--- src/rtl/pwm_capture_pkg.sv ---
// Shared encodings for the PWM capture unit: measurement modes and per-channel states.
// Latency: n/a (types and constants only).
// Backpressure: n/a.
package pwm_capture_pkg;

   localparam logic [1:0] MODE_HIGH   = 2'd0;
   localparam logic [1:0] MODE_LOW    = 2'd1;
   localparam logic [1:0] MODE_PERIOD = 2'd2;
   localparam logic [1:0] MODE_RSVD   = 2'd3;

   typedef enum logic [1:0] {
      ST_IDLE  = 2'd0,
      ST_ARM   = 2'd1,
      ST_COUNT = 2'd2
   } ch_state_t;

   // The reserved encoding behaves as high-time measurement.
   function automatic logic [1:0] eff_mode(input logic [1:0] m);
      return (m == MODE_RSVD) ? MODE_HIGH : m;
   endfunction

endpackage

--- src/rtl/pwm_capture_ch.sv ---
// One capture channel: synchroniser, edge detect, FSM, saturating counter, result and sticky flags.
// Latency: ext_pwm edge to int_flag = SYNC_STAGES+1 cycles.
// Backpressure: none; results overwrite, flags are sticky until int_clr/clr.
module pwm_capture_ch
   import pwm_capture_pkg::*;
#(
   parameter int WIDTH       = 32,
   parameter int SYNC_STAGES = 2
) (
   input  logic             clk,
   input  logic             rst_n,
   input  logic             ext_pwm,
   input  logic             arm,
   input  logic             clr,
   input  logic             int_clr,
   input  logic [1:0]       mode,
   input  logic             cont,
   output logic [WIDTH-1:0] result,
   output logic             int_flag,
   output logic             ovf,
   output logic             busy
);

   localparam logic [WIDTH-1:0] CNT_MAX = '1;

   logic [SYNC_STAGES-1:0] sync;
   logic                   pwm_s, pwm_q;
   logic                   rise, fall, start_edge, end_edge;
   logic [1:0]             mode_eff;
   ch_state_t              state, state_nxt;
   logic [WIDTH-1:0]       cnt, cnt_nxt, result_nxt;
   logic                   sat, sat_nxt, int_nxt, ovf_nxt;

   // Synchronise the pin and keep a delayed copy for edge detection.
   always_ff @(posedge clk or negedge rst_n) begin
      if (!rst_n) begin
         sync  <= '0;
         pwm_q <= 1'b0;
      end else begin
         sync  <= {sync[SYNC_STAGES-2:0], ext_pwm};
         pwm_q <= sync[SYNC_STAGES-1];
      end
   end

   assign pwm_s      = sync[SYNC_STAGES-1];
   assign rise       = pwm_s & ~pwm_q;
   assign fall       = ~pwm_s & pwm_q;
   assign mode_eff   = eff_mode(mode);
   assign start_edge = (mode_eff == MODE_LOW) ? fall : rise;
   assign end_edge   = (mode_eff == MODE_HIGH) ? fall : rise;

   // Channel state, counter, result and sticky flags.
   always_ff @(posedge clk or negedge rst_n) begin
      if (!rst_n) begin
         state    <= ST_IDLE;
         cnt      <= '0;
         sat      <= 1'b0;
         result   <= '0;
         int_flag <= 1'b0;
         ovf      <= 1'b0;
      end else begin
         state    <= state_nxt;
         cnt      <= cnt_nxt;
         sat      <= sat_nxt;
         result   <= result_nxt;
         int_flag <= int_nxt;
         ovf      <= ovf_nxt;
      end
   end

   // Next-state: clr beats arm beats edge events; a completing capture beats int_clr.
   always_comb begin
      state_nxt  = state;
      cnt_nxt    = cnt;
      sat_nxt    = sat;
      result_nxt = result;
      int_nxt    = int_flag & ~int_clr;
      ovf_nxt    = ovf & ~int_clr;
      if (clr) begin
         state_nxt  = ST_IDLE;
         cnt_nxt    = '0;
         sat_nxt    = 1'b0;
         result_nxt = '0;
         int_nxt    = 1'b0;
         ovf_nxt    = 1'b0;
      end else if (arm) begin
         // Re-arming drops any partial count; the last result stays visible.
         state_nxt = ST_ARM;
         cnt_nxt   = '0;
         sat_nxt   = 1'b0;
      end else begin
         case (state)
            ST_IDLE: ;
            ST_ARM: begin
               // Only a true edge starts a count, so a level already active at arm is ignored.
               if (start_edge) begin
                  state_nxt = ST_COUNT;
                  cnt_nxt   = WIDTH'(1);
                  sat_nxt   = 1'b0;
               end
            end
            ST_COUNT: begin
               if (end_edge) begin
                  result_nxt = cnt;
                  int_nxt    = 1'b1;
                  if (sat) ovf_nxt = 1'b1;
                  sat_nxt    = 1'b0;
                  if (!cont) begin
                     state_nxt = ST_IDLE;
                     cnt_nxt   = '0;
                  end else if (mode_eff == MODE_PERIOD) begin
                     // The closing rising edge also opens the next period.
                     state_nxt = ST_COUNT;
                     cnt_nxt   = WIDTH'(1);
                  end else begin
                     state_nxt = ST_ARM;
                     cnt_nxt   = '0;
                  end
               end else if (cnt == CNT_MAX) begin
                  sat_nxt = 1'b1;
               end else begin
                  cnt_nxt = cnt + WIDTH'(1);
               end
            end
            default: state_nxt = ST_IDLE;
         endcase
      end
   end

   assign busy = (state != ST_IDLE);

endmodule

--- src/rtl/pwm_capture_mc.sv ---
// Multi-channel PWM capture: CHANNELS capture channels, gated read mux and OR-ed interrupt.
// Latency: ext_pwm edge to int_flag/irq = SYNC_STAGES+1 cycles; data is combinational from results.
// Backpressure: none; software reads and clears flags at its own pace.
module pwm_capture_mc
   import pwm_capture_pkg::*;
#(
   parameter int CHANNELS    = 4,
   parameter int WIDTH       = 32,
   parameter int SYNC_STAGES = 2,
   localparam int SEL_W      = (CHANNELS > 1) ? $clog2(CHANNELS) : 1
) (
   input  logic                clk,
   input  logic                rst_n,
   input  logic [CHANNELS-1:0] ext_pwm,
   input  logic [CHANNELS-1:0] ch_en,
   input  logic [1:0]          mode,
   input  logic                cont,
   input  logic                trigger,
   input  logic                clr,
   input  logic [CHANNELS-1:0] int_clr,
   input  logic [SEL_W-1:0]    rd_sel,
   input  logic                oe,
   output logic [WIDTH-1:0]    data,
   output logic [CHANNELS-1:0] int_flag,
   output logic [CHANNELS-1:0] ovf,
   output logic [CHANNELS-1:0] busy,
   output logic                irq
);

   logic [WIDTH-1:0] result [CHANNELS];

   for (genvar i = 0; i < CHANNELS; i++) begin : g_ch
      pwm_capture_ch #(
         .WIDTH       (WIDTH),
         .SYNC_STAGES (SYNC_STAGES)
      ) u_ch (
         .clk      (clk),
         .rst_n    (rst_n),
         .ext_pwm  (ext_pwm[i]),
         .arm      (trigger & ch_en[i]),
         .clr      (clr),
         .int_clr  (int_clr[i]),
         .mode     (mode),
         .cont     (cont),
         .result   (result[i]),
         .int_flag (int_flag[i]),
         .ovf      (ovf[i]),
         .busy     (busy[i])
      );
   end

   // Read mux: selected result when enabled; unmatched (out of range) selects read 0.
   always_comb begin
      data = '0;
      for (int i = 0; i < CHANNELS; i++) begin
         if (oe && (rd_sel == SEL_W'(i))) data = result[i];
      end
   end

   assign irq = |int_flag;

endmodule
--- config.mk ---
export PLATFORM = sky130hd
export DESIGN_NAME = pwm_capture_mc
export DESIGN_NICKNAME = d
export VERILOG_FILES = /design/src/rtl/pwm_capture_pkg.sv /design/src/rtl/pwm_capture_ch.sv /design/src/rtl/pwm_capture_mc.sv
export SDC_FILE = /design/constraint.sdc
export NUM_CORES = 1
export LEC_CHECK = 0
export BUFFER_PORTS_ARGS = -buffer_cell sky130_fd_sc_hd__buf_2
export CORE_MARGIN = 2
export CORE_UTILIZATION = 55
export DETAILED_ROUTE_END_ITERATION = 7
export PLACE_DENSITY = 0.84
export SETUP_SLACK_MARGIN = 0.02
export SLEW_MARGIN = 20
export SYNTH_ARGS = -nofsm -noshare
export SYNTH_HDL_FRONTEND = slang
export SYNTH_SLANG_ARGS = --single-unit
--- constraint.sdc ---
create_clock -name clk -period 2.91 [get_ports clk]
set_clock_uncertainty 0.2 [all_clocks]
set_input_delay 0.1455 -clock clk [delete_from_list [all_inputs] [get_ports clk]]
set_output_delay 0.1455 -clock clk [all_outputs]
set_load 0.02 [all_outputs]
==> impl_metrics.ini <==
[run_status]
outcome = finished clean

[place]
place_area_sq_um = 15900
dp_cells = 1961
gp_congestion = 0.926
place_hpwl_mm = 29.1
port_buffers = 66

[sta]
period_needed_ns = 2.74
fmax_mhz = 365
tns_ns = 0
slew_headroom = 0.439
fin_crit_sh = 0.941
rsz0062_at_grt = no
tightest_slew_ns = 0.842
hold_viol = 0
slew_viol_final = 0
finalSetupViolations = 0

[critical_path]
path_cells = nand4_1 > or4_1 > nor4_4 > buf_4 > or2_1 > o21ai_0 > o41ai_1
timing.rr.start = g_ch[1].u_ch.cnt[12]
timing.rr.end = g_ch[1].u_ch.cnt[2]
slowest_stage = or4_1
crit_arrival_ns = 2.98
max_stage_delay_ns = 0.63
crit_family = simple AND/OR/NAND/NOR gates
cp_num_buf_inv = 1
r2r_slack_ns = 0.17
critical_path_class = reg2reg
end_kind = register
critical_path_required_ns = 3.16
worstSetupStartpointType = register
r2r_cells = 7
crit_fanout = 9

[yosys]
synth_cells = 1597
syn_area_sq_um = 15100
synth_area_per_cell_sq_um = 9.43
ys_seq_area_frac = 0.478
synth_nets = 1637
synth_flop_cell = dfrtp_1
synthArstFlopShare = 1.00
ys_ff_latch = 288
synth_edf_count = 0
ys_types = 69
synth_warnings = 0

[final_layout]
syn_to_final_growth_pct = 13.4
design_area_sq_um = 17100
drive_gt1_frac = 0.140
fin_nets = 1716
stdcell_count = 2039

[global_routing]
globalRouteOverflowTotal = 0
grt.total_usage = 0.290
grt_pass1_wl_mm = 65.4
grt_max_degree = 83
antenna_found_initial = 3
grt_pass1_vias = 12200

[clock_tree]
cts_tree = done
clock-root-buffer = clkbuf_16
cts_inserted_buffers = 31
htree_levels = 1
clock_sinks = 288
clock_latency_ns = 0.56
cts.path.max_buffers = 3
ctsResizeCount = 0
clk_pin_slew_worst_paths_ns = 0.06

[worst_hold_path]
hp-class = in2reg
holdPathEnd = g_ch[3].u_ch.sync[0]
min_from = ext_pwm[3]
hold_depth = 2

[route]
drtPass1Iterations = 5
drt_iter0_markers = 1261
vias_per_cell = 6.14
drc = 0
wl_per_cell_um = 19.9
wirelength_mm = 40.5
ant_nets = 0
vias = 12500

[floorplanning]
row_count = 60
fp.dieH_um = 170
core_sq_um = 27000
fp.dieW_um = 170
initial_core_util = 0.559
io_pins = 67
die_area_sq_um = 28700

[power]
p_leak_nw = 7.21
p_per_area_nw_per_um2 = 491
finalPower_mw = 8.39
ir_drop_mv = 0.700

[flow_run]
drv_cap = 0
[flip-flops by register name, indices dropped and copies added (netlist names)]
register,flops
g_ch.u_ch.sat,4
g_ch.u_ch.result,128
g_ch.u_ch.state,8
g_ch.u_ch.pwm_q,4
g_ch.u_ch.cnt,128
g_ch.u_ch.ovf,4
g_ch.u_ch.int_flag,4
g_ch.u_ch.sync,8
[what timing repair did]
item                                    4_1_cts  5_1_grt
endpoints found under the setup margin        0        3
endpoints found under the hold margin       288        0
setup buffers                                 0        2
hold buffers                                 21        0
[cell families after synthesis]
| family | after synthesis | synth area share |
|---|---|---|
| compound gates | 207 | 0.0822 |
| xor+xnor | 101 | 0.0587 |
| fa+ha+maj | 18 | 0.0149 |
| buf+inv | 143 | 0.0399 |
| flops | 288 | 0.478 |
| mux | 71 | 0.0739 |
| simple gates | 769 | 0.252 |
[worst reg2reg max path, delay by kind of cell (launching register included)]
kind            cells  cell delay (ns)
flops               1             0.50
simple gates        4             1.51
buf+inv             1             0.19
compound gates      2             0.22
[report_power, final]
part	switching (mW)	leakage, nW	total (mW)	internal (mW)
logic	0.366	2.75	0.533	0.167
registers	0.0205	3.99	4.04	4.02
clock network	1.59	0.475	3.82	2.22
[layout by cell type (no fill, tap or decap), drive strengths merged, types with 3 or more instances in the layout]
cell type	n
nand2b	15
o21ai	20
clkinv	7
or4	7
ha	18
nand3b	6
nor2	172
and2	35
xnor2	99
nand3	57
nor3b	3
a221o	3
a21oi	130
nand2	258
o31ai	4
nor3	45
buf	126
nor4bb	4
clkbuf	42
dfrtp	288
inv	42
a31oi	9
mux4	32
o211ai	4
or3	5
mux2i	37
nor4b	16
a21o	6
nor4	61
nand4	28
a211oi	7
and4	10
or2	12
dlygate4sd3	21
or3b	7
nor2b	10
clkinvlp	3
and3	17
[layer usage]
layer	vias to the layer above	part of all wire	wire length [um]	track usage
met5	-	0.00027	11	0
met4	2	0.036	1450	0.103
met3	85	0.082	3320	0.0490
met2	546	0.47	19100	0.472
met1	6190	0.41	16600	0.396
li1	5699	-	-	-
[metrics by stage]
step	utilization	hold slack [ns]	setup slack, ns
6_report	0.634	0.0278	0.172
5_1_grt	0.634	0.0230	0.0771
4_1_cts	0.633	0.00920	0.112
3_5_place_dp	0.589	-0.0162	0.0681
3_3_place_gp	0.589	-0.0104	0.109
2_1_floorplan	-	-0.350	0.463
[synth_stat cells, drive strengths merged, types with 3 or more instances]
library cell | number | share of area
mux2i | 37 | 0.025
and3 | 17 | 0.0071
nor2b | 10 | 0.0042
xnor2 | 99 | 0.058
o31ai | 4 | 0.0020
nor3b | 3 | 0.0015
nand3 | 57 | 0.019
nor4bb | 4 | 0.0027
ha | 18 | 0.015
o21ai | 20 | 0.0069
clkbuf | 72 | 0.018
o211ai | 4 | 0.0020
nand2b | 15 | 0.0062
nand3b | 6 | 0.0030
a21o | 6 | 0.0030
inv | 42 | 0.010
a21oi | 130 | 0.043
nor4b | 16 | 0.011
a31oi | 9 | 0.0056
nor4 | 61 | 0.027
dfrtp | 288 | 0.48
a211oi | 7 | 0.0035
mux4 | 32 | 0.048
nor3 | 45 | 0.016
or3 | 5 | 0.0021
nand2 | 258 | 0.064
or2 | 12 | 0.0050
and2 | 35 | 0.015
and4 | 10 | 0.0058
a221o | 3 | 0.0020
buf | 29 | 0.011
or4 | 7 | 0.0037
nor2 | 172 | 0.043
nand4 | 28 | 0.012
or3b | 7 | 0.0041
[worst max-delay path by stage]
stage / from / to / slack, ns / cells after the start
floorplan: g_ch[2].u_ch.cnt[0] / g_ch[2].u_ch.cnt[15] / 0.46 / 8
global placement: g_ch[1].u_ch.cnt[0] / g_ch[1].u_ch.cnt[2] / 0.11 / 7
detailed placement: mode[1] / g_ch[0].u_ch.cnt[17] / 0.07 / 11
CTS: g_ch[1].u_ch.cnt[0] / g_ch[1].u_ch.cnt[2] / 0.11 / 7
global route: g_ch[1].u_ch.cnt[12] / g_ch[1].u_ch.cnt[9] / 0.08 / 7
finish: g_ch[1].u_ch.cnt[12] / g_ch[1].u_ch.cnt[2] / 0.17 / 7
[area by class of cell]
| cell class | count | area [sq um] |
|---|---|---|
| tap | 341 | 427 |
| sequential | 288 | 7210 |
| fill | 2093 | 9860 |
| clock inverter | 12 | 121 |
| clock buffer | 42 | 857 |
| multi-input combinational | 1166 | 7260 |
| timing repair buffer | 147 | 1050 |
| antenna | 1 | 2.50 |
| inverter | 42 | 158 |
Power figures use the tool's default switching activity.
